### src/rtl/bt_uart_msg_tx_if.sv
// Serial line plus debug byte bundle for the free-running UART message transmitter.
// The master drives both the line and the byte shown on the debug LEDs.
interface bt_uart_msg_tx_if;
  logic       c;
  logic [7:0] d;

  modport master (output c, output d);
  modport slave  (input  c, input  d);
endinterface

### src/rtl/bt_uart_msg_tx.sv
// Free-running 8N1 UART that repeats "HELLO\r\n" with an idle gap; c/d are registered.
// Define BT_PARITY_EN to insert an even-parity bit between data bit 7 and the stop bit.
module bt_uart_msg_tx #(
  parameter int CLK_DIV  = 5208,
  parameter int GAP_BITS = 10
) (
  input  logic               clk,
  input  logic               rst,
  bt_uart_msg_tx_if.master   tx
);

  localparam int BW = (CLK_DIV > 1) ? $clog2(CLK_DIV) : 1;
  localparam int GW = (GAP_BITS > 1) ? $clog2(GAP_BITS) : 1;
  localparam logic [BW-1:0] BAUD_LAST = BW'(CLK_DIV - 1);
  localparam logic [GW-1:0] GAP_LAST  = GW'((GAP_BITS > 0) ? GAP_BITS - 1 : 0);

  typedef enum logic [2:0] {
    ST_INIT,
    ST_START,
    ST_DATA,
`ifdef BT_PARITY_EN
    ST_PARITY,
`endif
    ST_STOP,
    ST_GAP
  } state_e;

  function automatic logic [7:0] msg_rom(input logic [2:0] i);
    case (i)
      3'd0:    msg_rom = 8'h48;
      3'd1:    msg_rom = 8'h45;
      3'd2:    msg_rom = 8'h4C;
      3'd3:    msg_rom = 8'h4C;
      3'd4:    msg_rom = 8'h4F;
      3'd5:    msg_rom = 8'h0D;
      3'd6:    msg_rom = 8'h0A;
      default: msg_rom = 8'h00;
    endcase
  endfunction

  state_e          state_q, state_d;
  logic [BW-1:0]   baud_q, baud_d;
  logic [2:0]      bit_q, bit_d;
  logic [2:0]      idx_q, idx_d;
  logic [GW-1:0]   gap_q, gap_d;
  logic            c_q, c_d;
  logic [7:0]      d_q, d_d;

  always_ff @(posedge clk) begin
    if (rst) begin
      state_q <= ST_INIT;
      baud_q  <= '0;
      bit_q   <= '0;
      idx_q   <= '0;
      gap_q   <= '0;
      c_q     <= 1'b1;
      d_q     <= 8'h00;
    end else begin
      state_q <= state_d;
      baud_q  <= baud_d;
      bit_q   <= bit_d;
      idx_q   <= idx_d;
      gap_q   <= gap_d;
      c_q     <= c_d;
      d_q     <= d_d;
    end
  end

  // All state moves happen on the last cycle of a bit-time, so c can change only at bit boundaries.
  always_comb begin
    state_d = state_q;
    baud_d  = baud_q + BW'(1);
    bit_d   = bit_q;
    idx_d   = idx_q;
    gap_d   = gap_q;
    c_d     = c_q;
    d_d     = d_q;
    if (baud_q == BAUD_LAST) begin
      baud_d = '0;
      case (state_q)
        ST_INIT: begin
          state_d = ST_START;
          c_d     = 1'b0;
          d_d     = msg_rom(idx_q);
        end
        ST_START: begin
          state_d = ST_DATA;
          bit_d   = 3'd0;
          c_d     = d_q[0];
        end
        ST_DATA: begin
          if (bit_q == 3'd7) begin
`ifdef BT_PARITY_EN
            state_d = ST_PARITY;
            c_d     = ^d_q;
`else
            state_d = ST_STOP;
            c_d     = 1'b1;
`endif
          end else begin
            bit_d = bit_q + 3'd1;
            c_d   = d_q[bit_q + 3'd1];
          end
        end
`ifdef BT_PARITY_EN
        ST_PARITY: begin
          state_d = ST_STOP;
          c_d     = 1'b1;
        end
`endif
        ST_STOP: begin
          if (idx_q != 3'd6) begin
            idx_d   = idx_q + 3'd1;
            state_d = ST_START;
            c_d     = 1'b0;
            d_d     = msg_rom(idx_q + 3'd1);
          end else begin
            idx_d = 3'd0;
            if (GAP_BITS == 0) begin
              state_d = ST_START;
              c_d     = 1'b0;
              d_d     = msg_rom(3'd0);
            end else begin
              state_d = ST_GAP;
              gap_d   = '0;
              c_d     = 1'b1;
            end
          end
        end
        ST_GAP: begin
          if (gap_q == GAP_LAST) begin
            state_d = ST_START;
            c_d     = 1'b0;
            d_d     = msg_rom(idx_q);
          end else begin
            gap_d = gap_q + GW'(1);
          end
        end
        default: begin
          state_d = ST_INIT;
          c_d     = 1'b1;
        end
      endcase
    end
  end

  assign tx.c = c_q;
  assign tx.d = d_q;

endmodule

### src/flat_wrapper.sv
// flat-port wrapper written by rule: the top's interface ports become plain ports
module bt_uart_msg_tx_flat 
#(
  parameter int CLK_DIV  = 5208,
  parameter int GAP_BITS = 10
)
  (clk, rst, tx_c, tx_d);
  bt_uart_msg_tx_if tx_i ();
  input  logic clk;
  input  logic rst;
  output wire logic [$bits(tx_i.c)-1:0] tx_c;
  output wire logic [$bits(tx_i.d)-1:0] tx_d;
  assign tx_c = tx_i.c;
  assign tx_d = tx_i.d;
  bt_uart_msg_tx #(.CLK_DIV(CLK_DIV), .GAP_BITS(GAP_BITS)) u_core (.clk(clk), .rst(rst), .tx(tx_i));
endmodule
### config.mk
export PLATFORM = sky130hd
export DESIGN_NAME = bt_uart_msg_tx_flat
export DESIGN_NICKNAME = d
export VERILOG_FILES = /design/src/rtl/bt_uart_msg_tx_if.sv /design/src/rtl/bt_uart_msg_tx.sv /design/src/flat_wrapper.sv
export SDC_FILE = /design/constraint.sdc
export NUM_CORES = 1
export LEC_CHECK = 0
export ABC_CLOCK_PERIOD_IN_PS = 2600
export CORE_ASPECT_RATIO = 0.9
export CORE_MARGIN = 1.5
export CORE_UTILIZATION = 59
export CTS_CLUSTER_SIZE = 24
export DETAILED_ROUTE_END_ITERATION = 8
export PLACE_DENSITY = 0.79
export SYNTH_ARGS = -nofsm -noshare
export SYNTH_HDL_FRONTEND = slang
export SYNTH_SLANG_ARGS = --single-unit
### constraint.sdc
create_clock -name clk -period 2.6 [get_ports clk]
set_input_delay 0.52 -clock clk [delete_from_list [all_inputs] [get_ports clk]]
set_output_delay 0.52 -clock clk [all_outputs]
set_load 0.01 [all_outputs]
### Yosys cells after proc, flatten, opt, wreduce, memory -nomap -nowiden

Index checks and enable logic that the tools add are counted.

| cells by class | value |
|---|---|
| add/sub/neg operators | 4 |
| order comparisons | 1 |
| equality and inequality tests | 26 |
| muxes and demuxes | 21 |
| reduce and logical (&&, ||, !) cells | 15 |

Operator list:

| kind | count |
|---|---|
| $pmux W7 S6 | 2 |
| $eq A3 B3 Y1 const B | 8 |
| $pmux W8 S3 | 1 |
| $eq A3 B2 Y1 const B | 6 |
| $mux W8 | 2 |
| $mux W3 | 5 |
| $pmux W3 S5 | 1 |
| $add A13 B1 Y13 const B | 1 |
| $eq A13 B13 Y1 const B | 1 |
| $eq A3 B1 Y1 const B | 3 |
| $logic_not A3 Y1 | 3 |
| $mux W4 | 2 |
| $pmux W4 S2 | 1 |
| $reduce_and A4 Y1 | 2 |
| $add A3 B1 Y3 const B | 2 |
| $ne A2 B1 Y1 const B | 3 |
| $ne A2 B2 Y1 const B | 3 |
| $pmux W3 S2 | 1 |
| $reduce_and A3 Y1 | 2 |
| $reduce_or A2 Y1 | 3 |
| $pmux W1 S5 | 1 |
| $add A4 B1 Y4 const B | 1 |
| $eq A4 B4 Y1 const B | 1 |
| $lt A3 B4 Y1 const B | 1 |
| 6 further kinds | 11 |

| storage, ports and cells | value |
|---|---|
| flip-flop bits (word level) | 35 |
| bits of input ports | 2 |
| word-level logic and storage cells | 74 |

### Longest topological paths before layout

| logic depth | value |
|---|---|
| depth in word-level cells | 6 |
| depth in mapped cells | 7 |
| depth with buffers taken out | 6 |

### Least setup slack after synthesis

Ideal clock, no wire load.

| timing path | value |
|---|---|
| path kind | register to register |
| from | reg u_core.bit_q[0] |
| to | reg u_core.bit_q[0] |
| library setup time | 0.070 ns |
| arrival | 1.868 ns |
| data required time | 2.530 ns |
| path slack | 0.661 ns |
| stages on the path, launching flop included | 7 |
| path buffers | 0 |
| period minus slack after synthesis | 1.939 ns |
| cell sequence | dfxtp_1 -> ha_1 -> ha_1 -> or3b_1 -> a21o_1 -> or4_1 -> a21oi_1 |

| between the ends | value |
|---|---|
| word-level cells in the longest chain between the ends | 3 |
| elaborated cells on any way between the ends | 6 |
| classes of those cells | add/sub (1); eq/ne (2); mux (2); reduce/logical (1) |

RTL lines:

| item | line | RTL |
|---|---|---|
| start: declaration | bt_uart_msg_tx.sv:43 | `logic [2:0] bit_q, bit_d;` |
| start signal: assignment | bt_uart_msg_tx.sv:61 | `bit_q <= bit_d;` |
| $add A3 B1 Y3 / $eq A3 B3 Y1 (equally long branches) | bt_uart_msg_tx.sv:101, bt_uart_msg_tx.sv:92 |  |
| $mux W3 / $ne A2 B2 Y1 (equally long branches) | - |  |
| $pmux W3 S2 / $reduce_and A3 Y1 (equally long branches) | - |  |

Parallel ways exist; a longest one is shown, timed or not. The select of a mux whose other input is x is not followed.
A chain may end at the register's enable or synchronous reset.

### Worst setup path in the final report

| timing path | value |
|---|---|
| from | reg u_core.baud_q[0] |
| to | reg u_core.gap_q[2] |

| between the ends | value |
|---|---|
| word-level cells in the longest chain between the ends | 2 |

RTL lines:

| item | line | RTL |
|---|---|---|
| start: declaration | bt_uart_msg_tx.sv:42 | `logic [BW-1:0] baud_q, baud_d;` |
| start signal: assignment | bt_uart_msg_tx.sv:60 | `baud_q <= baud_d;` |
| $eq A13 B13 Y1 | bt_uart_msg_tx.sv:78 | `if (baud_q == BAUD_LAST) begin` |
| $reduce_and A4 Y1 (no line) | - |  |
| end signal: assignment | bt_uart_msg_tx.sv:63 | `gap_q <= gap_d;` |
| end: declaration | bt_uart_msg_tx.sv:45 | `logic [GW-1:0] gap_q, gap_d;` |

Every way passes these cells.

==> qor.csv <==
stage;metric;value;unit
status;outcome;completed;
yosys;Mean Syn Cell Area;8.59;um2
detailed_routing;Avg WL per Cell;15.6;um
sta;worst relative slew slack;64.4;%
final_layout;register area;641;um2
critical_path;Worst Setup End Kind;flop;
hold_path;hold depth;1;
global_route;routing usage on met1;30.5;%
final_layout;Antenna diodes;0;
placement;placed cell count;255;
sta;Final Setup Violations;0;
critical_path;CP Class;flop to flop;
clock_network;number of buffers created by CTS;5;
yosys;Synth async-reset ratio;0;%
critical_path;CP Launch Type;flop;
floorplanning;DIE AREA;0.00354;mm2
hold_path;Hold EP;u_core.baud_q[0];
clock_network;clock root buffer;clkbuf_4;
final_layout;Syn-to-layout area delta;6.05;%
sta;period utilization;84.1;%
yosys;Synth Instances;219;
global_route;largest net degree at the start of global routing;20;
critical_path;Register-to-Register Path Depth;5;
yosys;Synth Flop Type;dfxtp_1;
hold_path;min-delay worst type;flop to flop;
sta;Final TNS setup;0;ns
global_route;global-route wire length before repair;6840;um
detailed_routing;DR vias/cell;6.44;
global_route;grt total ovfl;0;
yosys;Distinct cells, synth;54;
sta;Hold WS;0.452;ns
yosys;EDFF count, synth;0;
global_route;Tot GR Track Use;24.5;%
clock_network;TritonCTS clock tree;built;
power;PD cells;444;mW/mm2
detailed_routing;final WL;4080;um
sta;maximum clock rate;457;MHz
hold_path;Min-Delay Startpoint;u_core.baud_q[0];
floorplanning;IO Pins;11;
final_layout;multi-input combinational cell area;0.00113;mm2
detailed_routing;antenna-violating nets left;0;
sta;Tmin final;2.19;ns
yosys;Ys Warns;0;
yosys;sequential share of the synthesized area;34.0;%
final_layout;Nets;228;
detailed_routing;Initial DRT Pass Iterations;4;
power;Switching Share;24.3;%
floorplanning;die extent in x;62.5;um
sta;RSZ-0062 raised after global routing;no;
clock_network;clk slew on worst S/H paths;0.11;ns
final_layout;Post-Layout Cell Count;262;
placement;post-DP HPWL;2900;um
power;Switch Pwr;216;uW
power;Seq pwr share;57.1;%
power;Internal Power;670;uW
floorplanning;initial core utilization;61.8;%
clock_network;hold_buf cts;0;
global_route;met3 usage;6.81;%
critical_path;Crit Path Max Fanout;16;
job;MaxCap Viol Count;0;
floorplanning;Rows;19;
clock_network;# resized after CTS;0;
placement;routability cong.;0.822;
final_layout;Core Util, Final;65.6;%
global_route;initial antenna violation count;0;
detailed_routing;DRC Markers;0;
sta;Slew Viols, Final;0;
critical_path;reg2reg setup slack;0.41;ns
global_route;vias in the first global route;1524;
global_route;grt peak-use layer;met2;
critical_path;Critical Path RT;2.87;ns
yosys;flops & latches, synth;32;
power;Max rail drop VDD;0.301;mV
sta;Final Hold Fails;0;
power;Leak;0.680;nW
critical_path;reg2reg start;u_core.baud_q[0];
power;Comb pwr share;6.5;%
sta;Final WS setup;0.414;ns
clock_network;Clock Latency Late Sink;0.34;ns
sta;Worst-Margin Slew;0.534;ns
clock_network;htree depth;2;
clock_network;Post-CTS Setup Inserts;0;
floorplanning;Core Region;0.00304;mm2
global_route;grt met2 use;40.1;%
critical_path;CP Data Arrival Time;2.46;ns
critical_path;terminus of the critical flop-to-flop path;u_core.gap_q[2];
floorplanning;Die H;56.6;um
final_layout;ratio of cells with drive above 1 in the final layout;6.82;%
clock_network;Longest Clk Path Bufs;2;
sta;Clock Skew;0.0174;ns
detailed_routing;Iter 0 DRT Violations;57;
power;Clock power frac;36.4;%
yosys;post-synthesis cell area;0.00188;mm2
detailed_routing;via count;1688;
final_layout;Fillers;292;
placement;pre-CTS setup slack;0.434;ns
clock_network;clock sinks;32;
placement;I/O Buffers;7;
==> routing by layer <==
| metal | wire [um] | share of wire, % |
|---|---|---|
| met1 | 1910 | 47 |
| met2 | 1920 | 47 |
| met3 | 191 | 4.7 |
| met4 | 55 | 1.3 |
| met5 | 0 | 0 |
==> worst max-delay path by stage <==
stage,start,to,slack [ns]
after floorplan,u_core.bit_q[0],u_core.bit_q[0],0.66
after CTS,u_core.baud_q[0],u_core.gap_q[2],0.42
after global placement,u_core.baud_q[0],u_core.gap_q[3],0.61
after global routing,u_core.baud_q[0],u_core.gap_q[2],0.24
final,u_core.baud_q[0],u_core.gap_q[2],0.41
after detailed placement,u_core.baud_q[0],u_core.gap_q[2],0.43
==> power groups by stage <==
stage / Combinational (mW) / Clock, mW / Sequential (mW)
final: 0.0572 / 0.322 / 0.506
after CTS: 0.0566 / 0.329 / 0.506
after global routing: 0.0644 / 0.351 / 0.508
after detailed placement: 0.0563 / 0 / 0.517
after global placement: 0.0530 / 0 / 0.517
after floorplan: 0.0557 / 0 / 0.511
==> kinds of logic after synthesis <==
family / count (synthesis) / synth area share [%]
AND/OR/NAND/NOR: 89 / 28.1
multiplexers: 4 / 2.79
other: 1 / 0.199
AO/OA/AOI/OAI: 51 / 18.7
buffers and inverters: 24 / 6.52
flip-flops: 32 / 34.0
adder cells (fa/ha/maj): 7 / 4.52
XOR/XNOR: 11 / 5.12
==> layout by cell type (no fill, tap or decap), types with 3 or more instances in the layout <==
cell type	instances
dfxtp_1	32
nor2_1	18
a21oi_1	16
nand2_1	12
o21ai_0	11
nand3_1	10
xor2_1	9
clkdlybuf4s50_1	7
inv_1	6
or4_1	6
nand4_1	6
ha_1	6
nand2b_1	5
or3_1	5
clkbuf_4	5
and4bb_2	3
nor4bb_1	3
o31ai_1	3
mux2i_1	3
a211oi_1	3
conb_1	3
==> sequential cells by signal (all words and copies together) (netlist names) <==
signal,count
u_core.tx.c,1
u_core.bit_q,3
u_core.tx.d,5
u_core.idx_q,3
u_core.gap_q,4
u_core.state_q,3
u_core.baud_q,13
==> synth_stat cells (4+ instances only) <==
library cell   n  area share [%]
dfxtp_1       32              34
nor2_1        18             3.6
a21oi_1       16             4.3
nand2_1       12             2.4
o21ai_0       11             2.9
nand3_1       10             2.7
clkbuf_1       9             1.8
xor2_1         9             4.2
ha_1           6             4.0
inv_1          6             1.2
nand4_1        6             2.0
or4_1          6             2.4
nand2b_1       5             1.7
or3_1          5             1.7
buf_4          4             1.6
==> per-stage QoR <==
step,instance area (um2),total power [mW]
5_1_grt,2000,0.924
3_5_place_dp,1930,0.574
6_report,2000,0.886
2_1_floorplan,1890,0.567
4_1_cts,2000,0.892
3_3_place_gp,1930,0.570
==> critical path, stage by stage, from the launching register on <==
cell      delay, ns
dfxtp_1        0.36
ha_1           0.30
and4bb_2       0.30
nand3_1        0.33
or4_1          0.64
a21oi_1        0.18
==> cell type report <==
class | instances | area share (%)
multi-input combinational | 165 | 56.4
timing repair buffer | 9 | 4.26
tap | 42 | 2.63
clock buffer | 7 | 3.26
sequential | 32 | 32.1
inverter | 7 | 1.32
(Power assumes the default switching activity.)
